--- src/rtl/sipo_shift_register_writer.sv ---
// Serialises a parallel word into a chain of 74HC595-style
// shift registers, then latches it with an rclk pulse.
module sipo_shift_register_writer #(
  parameter int WIDTH     = 16,
  parameter int CLK_DIV   = 4,
  parameter bit MSB_FIRST = 1'b1
) (
  input  logic             clk,
  input  logic             reset,
  input  logic [WIDTH-1:0] data_in,
  input  logic             load,
  output logic             ready,
  output logic             done,
  output logic             ser_out,
  output logic             srclk,
  output logic             rclk,
  output logic             oe_n
);

  localparam int BW = $clog2(WIDTH) + 1;
  localparam int DW = $clog2(CLK_DIV) + 1;
  localparam logic [BW-1:0] BIT_LAST = BW'(WIDTH - 1);
  localparam logic [DW-1:0] DIV_LAST = DW'(CLK_DIV - 1);

  typedef enum logic [1:0] {
    IDLE,
    SETUP,
    HIGH,
    LATCH
  } state_t;

  state_t           state;
  state_t           state_n;
  logic [WIDTH-1:0] shadow;
  logic [WIDTH-1:0] shadow_n;
  logic [BW-1:0]    bit_cnt;
  logic [BW-1:0]    bit_n;
  logic [DW-1:0]    div_cnt;
  logic [DW-1:0]    div_n;
  logic             div_end;
  logic             fin;

  function automatic logic first_bit(
    input logic [WIDTH-1:0] v
  );
    return MSB_FIRST ? v[WIDTH-1] : v[0];
  endfunction

  function automatic logic [WIDTH-1:0] advance(
    input logic [WIDTH-1:0] v
  );
    if (MSB_FIRST)
      return {v[WIDTH-2:0], 1'b0};
    else
      return {1'b0, v[WIDTH-1:1]};
  endfunction

  assign ready   = (state == IDLE);
  assign div_end = (div_cnt == DIV_LAST);

  // Next-state, shadow shift and counter sequencing.
  always_comb begin
    state_n  = state;
    shadow_n = shadow;
    bit_n    = bit_cnt;
    div_n    = div_cnt;
    fin      = 1'b0;
    unique case (state)
      IDLE: begin
        if (load) begin
          state_n  = SETUP;
          shadow_n = data_in;
          bit_n    = '0;
          div_n    = '0;
        end
      end
      SETUP: begin
        if (div_end) begin
          state_n = HIGH;
          div_n   = '0;
        end else begin
          div_n = div_cnt + 1'b1;
        end
      end
      HIGH: begin
        if (div_end) begin
          div_n = '0;
          if (bit_cnt == BIT_LAST) begin
            state_n = LATCH;
          end else begin
            state_n  = SETUP;
            shadow_n = advance(shadow);
            bit_n    = bit_cnt + 1'b1;
          end
        end else begin
          div_n = div_cnt + 1'b1;
        end
      end
      LATCH: begin
        if (div_end) begin
          state_n = IDLE;
          div_n   = '0;
          fin     = 1'b1;
        end else begin
          div_n = div_cnt + 1'b1;
        end
      end
      default: state_n = IDLE;
    endcase
  end

  // State and pin registers; pins follow the next state so
  // they change together with it and never glitch.
  always_ff @(posedge clk) begin
    if (reset) begin
      state   <= IDLE;
      shadow  <= '0;
      bit_cnt <= '0;
      div_cnt <= '0;
      ser_out <= 1'b0;
      srclk   <= 1'b0;
      rclk    <= 1'b0;
      done    <= 1'b0;
      oe_n    <= 1'b1;
    end else begin
      state   <= state_n;
      shadow  <= shadow_n;
      bit_cnt <= bit_n;
      div_cnt <= div_n;
      srclk   <= (state_n == HIGH);
      rclk    <= (state_n == LATCH);
      done    <= fin;
      if (fin)
        oe_n <= 1'b0;
      if (state_n == SETUP)
        ser_out <= first_bit(shadow_n);
    end
  end

endmodule

--- config.mk ---
export PLATFORM = sky130hd
export DESIGN_NAME = sipo_shift_register_writer
export DESIGN_NICKNAME = d
export VERILOG_FILES = /design/src/rtl/sipo_shift_register_writer.sv
export SDC_FILE = /design/constraint.sdc
export NUM_CORES = 1
export LEC_CHECK = 0
export ABC_AREA = 1
export CAP_MARGIN = 20
export CORE_ASPECT_RATIO = 1.1
export CORE_MARGIN = 1
export CORE_UTILIZATION = 46
export DETAILED_ROUTE_END_ITERATION = 10
export PLACE_DENSITY = 0.8
export SKIP_LAST_GASP = 1
export SLEW_MARGIN = 20
export SYNTH_ARGS = -nofsm -noshare
export SYNTH_HDL_FRONTEND = slang
export SYNTH_SLANG_ARGS = --single-unit
--- constraint.sdc ---
create_clock -name clk -period 2.2 [get_ports clk]
set_input_delay 0.44 -clock clk [delete_from_list [all_inputs] [get_ports clk]]
set_output_delay 0.44 -clock clk [all_outputs]
set_load 0.01 [all_outputs]
Yosys cells after proc, flatten, opt, wreduce, memory -nomap -nowiden
Index checks and enable logic that the tools add are counted.
{"block": "word_totals", "register_bits": 31, "in_bits": 19, "out_inout_bits": 6, "wordCells": 46}
{"block": "op_classes", "n_addsub": 2, "n_eq_ne": 11, "muxes": 19, "reduce_logical": 4}
{"op": "16-bit 2-to-1 mux", "n": 3}
{"op": "16-bit case mux with 2 select lines", "n": 1}
{"op": "5-bit 2-to-1 mux", "n": 3}
{"op": "2-bit 2-to-1 mux", "n": 5}
{"op": "5-bit case mux with 2 select lines", "n": 1}
{"op": "2-bit equality test, second input constant", "n": 4}
{"op": "2-bit case mux with 4 select lines", "n": 1}
{"op": "3-bit 2-to-1 mux", "n": 2}
{"op": "2-bit != test, second input constant", "n": 3}
{"op": "3-bit case mux with 2 select lines", "n": 1}
{"op": "5-bit by 1-bit adder with 5-bit output, second input constant", "n": 1}
{"op": "5-bit by 4-bit equality test with 1-bit output, second input constant", "n": 1}
{"op": "2-bit by 1-bit equality test with 1-bit output, second input constant", "n": 2}
{"op": "4-bit AND reduction", "n": 1}
{"op": "3-bit by 1-bit adder with 3-bit output, second input constant", "n": 1}
{"op": "3-bit by 2-bit equality test with 1-bit output, second input constant", "n": 1}
{"op": "3-bit OR reduction", "n": 1}
{"op": "2-bit zero test", "n": 1}
{"op": "1-bit 2-to-1 mux", "n": 2}
{"op": "2-bit nonzero test", "n": 1}

Longest topological paths before layout
{"block": "depth", "ltp_word": 5, "ltp_mapped": 12, "mapped_depth_nobuf": 11}

Worst setup path before layout
No wires, ideal clock.
{"block": "synth_timing", "path_kind": "register to register", "startpoint": "register bit_cnt[0]", "endpoint": "register shadow[13]", "setup_ps": 117, "t_arrival_ps": 1465, "required_time_ps": 2083, "setup_slack_ps": 618, "stages_incl_launch_ff": 13, "n_path_buf": 2, "synth_period_minus_slack_ps": 1582, "cell_sequence": "dfxtp_1 -> ha_1 -> nand2_1 -> nor2_1 -> ha_1 -> inv_1 -> nand3_2 -> nand2_2 -> buf_6 -> inv_8 -> buf_6 -> nor2_1 -> nor2_1"}
{"block": "synth_via", "elab_chain_cells": 3}
{"item": "start: declaration", "line": "36", "rtl": "logic [BW-1:0] bit_cnt;"}
{"item": "start signal: assignment", "line": "128", "rtl": "bit_cnt <= bit_n;"}
{"item": "5-bit by 4-bit equality test with 1-bit output", "line": "88", "rtl": "if (bit_cnt == BIT_LAST) begin"}
{"item": "2-bit != test (no line)"}
{"item": "4-bit AND reduction (no line)"}
{"item": "end signal: assignment", "line": "127", "rtl": "shadow <= shadow_n;"}
{"item": "end: declaration", "line": "34", "rtl": "logic [WIDTH-1:0] shadow;"}
No other way between the ends.
A chain may end at the register's enable or synchronous reset.

Worst setup path after layout
{"block": "layout_timing", "startpoint": "register state[0]", "endpoint": "output port ready"}
{"block": "layout_via", "elab_chain_cells": 1}
{"item": "start: declaration", "line": "32", "rtl": "state_t state;"}
{"item": "start signal: assignment", "line": "126", "rtl": "state <= state_n;"}
{"item": "2-bit zero test", "line": "58", "rtl": "assign ready = (state == IDLE);"}
{"item": "end: declaration", "line": "12", "rtl": "output logic ready,"}
No other way between the ends.

==> parameters.txt <==
Parameter                              Value

Layout
  Commonest cells after routing, fill and taps aside    nand2_1 (66), nor2_1 (49), dfxtp_1 (31)
  Synth-to-Final Area Change    18.6%
  Number of antenna cells inserted    0
  Net count, final    267
  Most common cell after layout, fill and taps aside    nand2_1
  Final design utilization    0.576
  Layout cell share with drive strength beyond 1    0.0658

Timing
  Worst hold slack across all endpoints    0.468 ns
  Period utilisation layout    0.904
  Highest Clock Rate    503 MHz
  Post-route minimum period    1.99 ns
  RSZ-0062 raised after global routing    false
  Final setup violation count    0
  Hold violation count in the final report    0
  Count of final max-slew check failures    0
  Normalized max-slew margin    0.661
  Worst Tran Pin Value    0.507 ns
  Final setup skew    0.00358 ns
  Summed negative setup slack over all endpoints    0 ns

Yosys
  Number of enable flip-flop cells after synthesis    0
  Share of async-settable or async-resettable flops after synthesis    0
  Most common flop cell mapped by yosys    dfxtp_1
  Net count of the mapped netlist    243
  Area of the mapped netlist    0.00149 mm^2
  Post-synthesis register bit count    31
  Synth top area cells    dfxtp_1 (42%), nand2_1 (17%), nor2_1 (12%)
  Share of the yosys chip area belonging to registers    0.416
  Synthesized netlist cell count    220
  Fraction of post-synthesis cell area in the top cell type by area    0.416
  Warnings from Yosys    0
  Yosys top cell by area    dfxtp_1
  Post-synth cell types    26
  Avg Inst Size Synth    6.78 um^2

Critical path
  Endpoint of the worst-slack reg-to-reg timing path    shadow[14]
  Endpoint required time on the critical path    1.76 ns
  Crit-path leading delay family    buffers and inverters
  Critical path arrival    1.55 ns
  Setup crit end kind    output port
  Startpoint type of the worst setup path    flop
  Worst setup path class    flop to output port
  Beginning of the critical path    state[0]
  Number of gates on the worst path with buffers counted    2
  Startpoint of the worst-slack reg-to-reg timing path    bit_cnt[0]
  Library cell contributing the largest single delay on the critical path    clkdlybuf4s50_1
  Buf/Inv on CP    1
  Endpoint of the most critical setup path    ready
  Cell-by-cell listing of the critical path    nor2_2, clkdlybuf4s50_1
  Reg2Reg Depth    10
  Worst path max stage delay    0.58 ns
  Highest fanout seen on the critical path    5
  Flop-to-flop setup slack    0.40 ns

Clocking
  Maximum clock insertion buffer count    2
  Post-cts sizing count    0
  CTS root buf    clkbuf_4
  TritonCTS clock tree    yes
  Clock-pin slew of the registers on the worst-case setup and hold paths    0.08 ns
  Number of buffers added for setup after CTS    0
  Worst skew pair latency    0.32 ns
  Hold buffer count at CTS    0
  Clock tree sinks    31
  Number of H-tree branching levels    2
  Number of clock buffers inserted by TritonCTS    5

Status
  Result of the run    complete, no violations

Power
  Combinational share of power    0.160
  P_int    0.786 mW
  Portion of total power attributed to the clock network    0.261
  Reg power frac    0.579
  Net switching component of the power    0.278 mW
  Switch share    0.261
  VDD IR-drop max    499 uV
  Reported leakage power    0.794 nW
  Power density cells    601 mW/mm^2
  Total chip power    1.06 mW

Floorplanning
  Horizontal die dimension    56.3 um
  Die outline height    61.7 um
  I/O pin count    25
  Die area    0.00348 mm^2
  Core area    0.00307 mm^2
  Std-Cell Rows    21
  Initial core utilization    0.486

Route
  Via total after detailed routing    1,352
  # DRC    0
  1st-pass router iterations    4
  DRT iter0 DRCs    60
  Routed via count divided by cell count    4.88
  Routed Antenna Nets    0
  Detail-routed net length per standard cell    10.0 um
  Final Routed Wirelength    2770 um

Global routing
  Aggregate global-route resource usage    0.194
  Global-route wire length before repair    5000 um
  Vias in the first global route    1,257
  Number of antenna violations at the first check in global routing    0
  Residual overflow from global routing    0
  Largest net degree at the start of global routing    21

Job
  Max capacitance violation total    0

Placement
  Port buffer count    24
  Post-DP HPWL    1990 um
  Routability cong.    0.832

Hold path
  Worst hold-check path type    flop to flop
[power groups by stage]
stage                     logic, mW  registers, mW  clock network (mW)
after floorplan               0.117          0.626                   0
after global placement        0.168          0.628                   0
after detailed placement      0.172          0.629                   0
after CTS                     0.172          0.616               0.294
after global routing          0.196          0.621               0.315
final                         0.170          0.616               0.278
[Yosys cell counts (2+ instances only)]
cell type	count
a21oi_1	6
dfxtp_1	31
o21ai_1	3
buf_4	2
nand3_1	9
nor2_1	49
nor2_2	2
buf_6	2
o21ai_0	15
nor3_1	3
clkbuf_1	2
inv_1	12
ha_1	4
nand2_1	66
inv_2	3
[routing by layer]
metal  up-vias  track usage  part of all wire
met5         -            0                 0
met4         0        0.125             0.022
met3         6       0.0580             0.047
met2        26        0.362              0.48
met1       585        0.194              0.45
li1        735            -                 -
[worst register-to-register path, stage by stage, from the launching register on]
cell and delay (ns):
dfxtp_1 0.34, ha_1 0.21, nand2_1 0.08, nor2_1 0.05, ha_1 0.20, inv_1 0.07
nand3_2 0.09, nand2_2 0.34, inv_8 0.11, nor2_1 0.14, nor2_1 0.05
[kinds of logic after synthesis]
kind of cell             count (synthesis)  synth area share
AO/OA/AOI/OAI                           26            0.0905
flip-flops                              31             0.416
AND/OR/NAND/NOR                        135             0.379
adder cells (fa/ha/maj)                  4            0.0335
buffers and inverters                   24            0.0813
[worst min path at each step]
stage	depth (start not counted)	startpoint	slack (ns)	endpoint
2_1_floorplan	2	shadow[0]	0.44	shadow[0]
3_3_place_gp	2	shadow[0]	0.45	shadow[0]
3_5_place_dp	2	shadow[0]	0.46	shadow[0]
4_1_cts	2	shadow[0]	0.47	shadow[0]
5_1_grt	2	div_cnt[1]	0.50	div_cnt[1]
6_report	2	shadow[0]	0.47	shadow[0]
[registers in the layout (all words and copies together) (netlist names)]
signal / cells
shadow: 16
ser_out: 1
srclk: 1
bit_cnt: 5
done: 1
div_cnt: 3
oe_n: 1
rclk: 1
state: 2
[stage by stage]
step,setup slack (ns),std cells,cell area [um^2]
6_report,0.212,277,1770
3_5_place_dp,0.349,271,1730
4_1_cts,0.197,277,1770
3_3_place_gp,0.369,271,1730
2_1_floorplan,0.618,220,1490
5_1_grt,0.121,277,1770
[final cells by class]
cell class | count | area (um^2)
sequential | 31 | 621
tap | 34 | 42.5
fill | 319 | 1300
inverter | 16 | 67.6
timing repair buffer | 25 | 248
clock buffer | 6 | 41.3
multi-input combinational | 165 | 751
(Power assumes the default switching activity.)
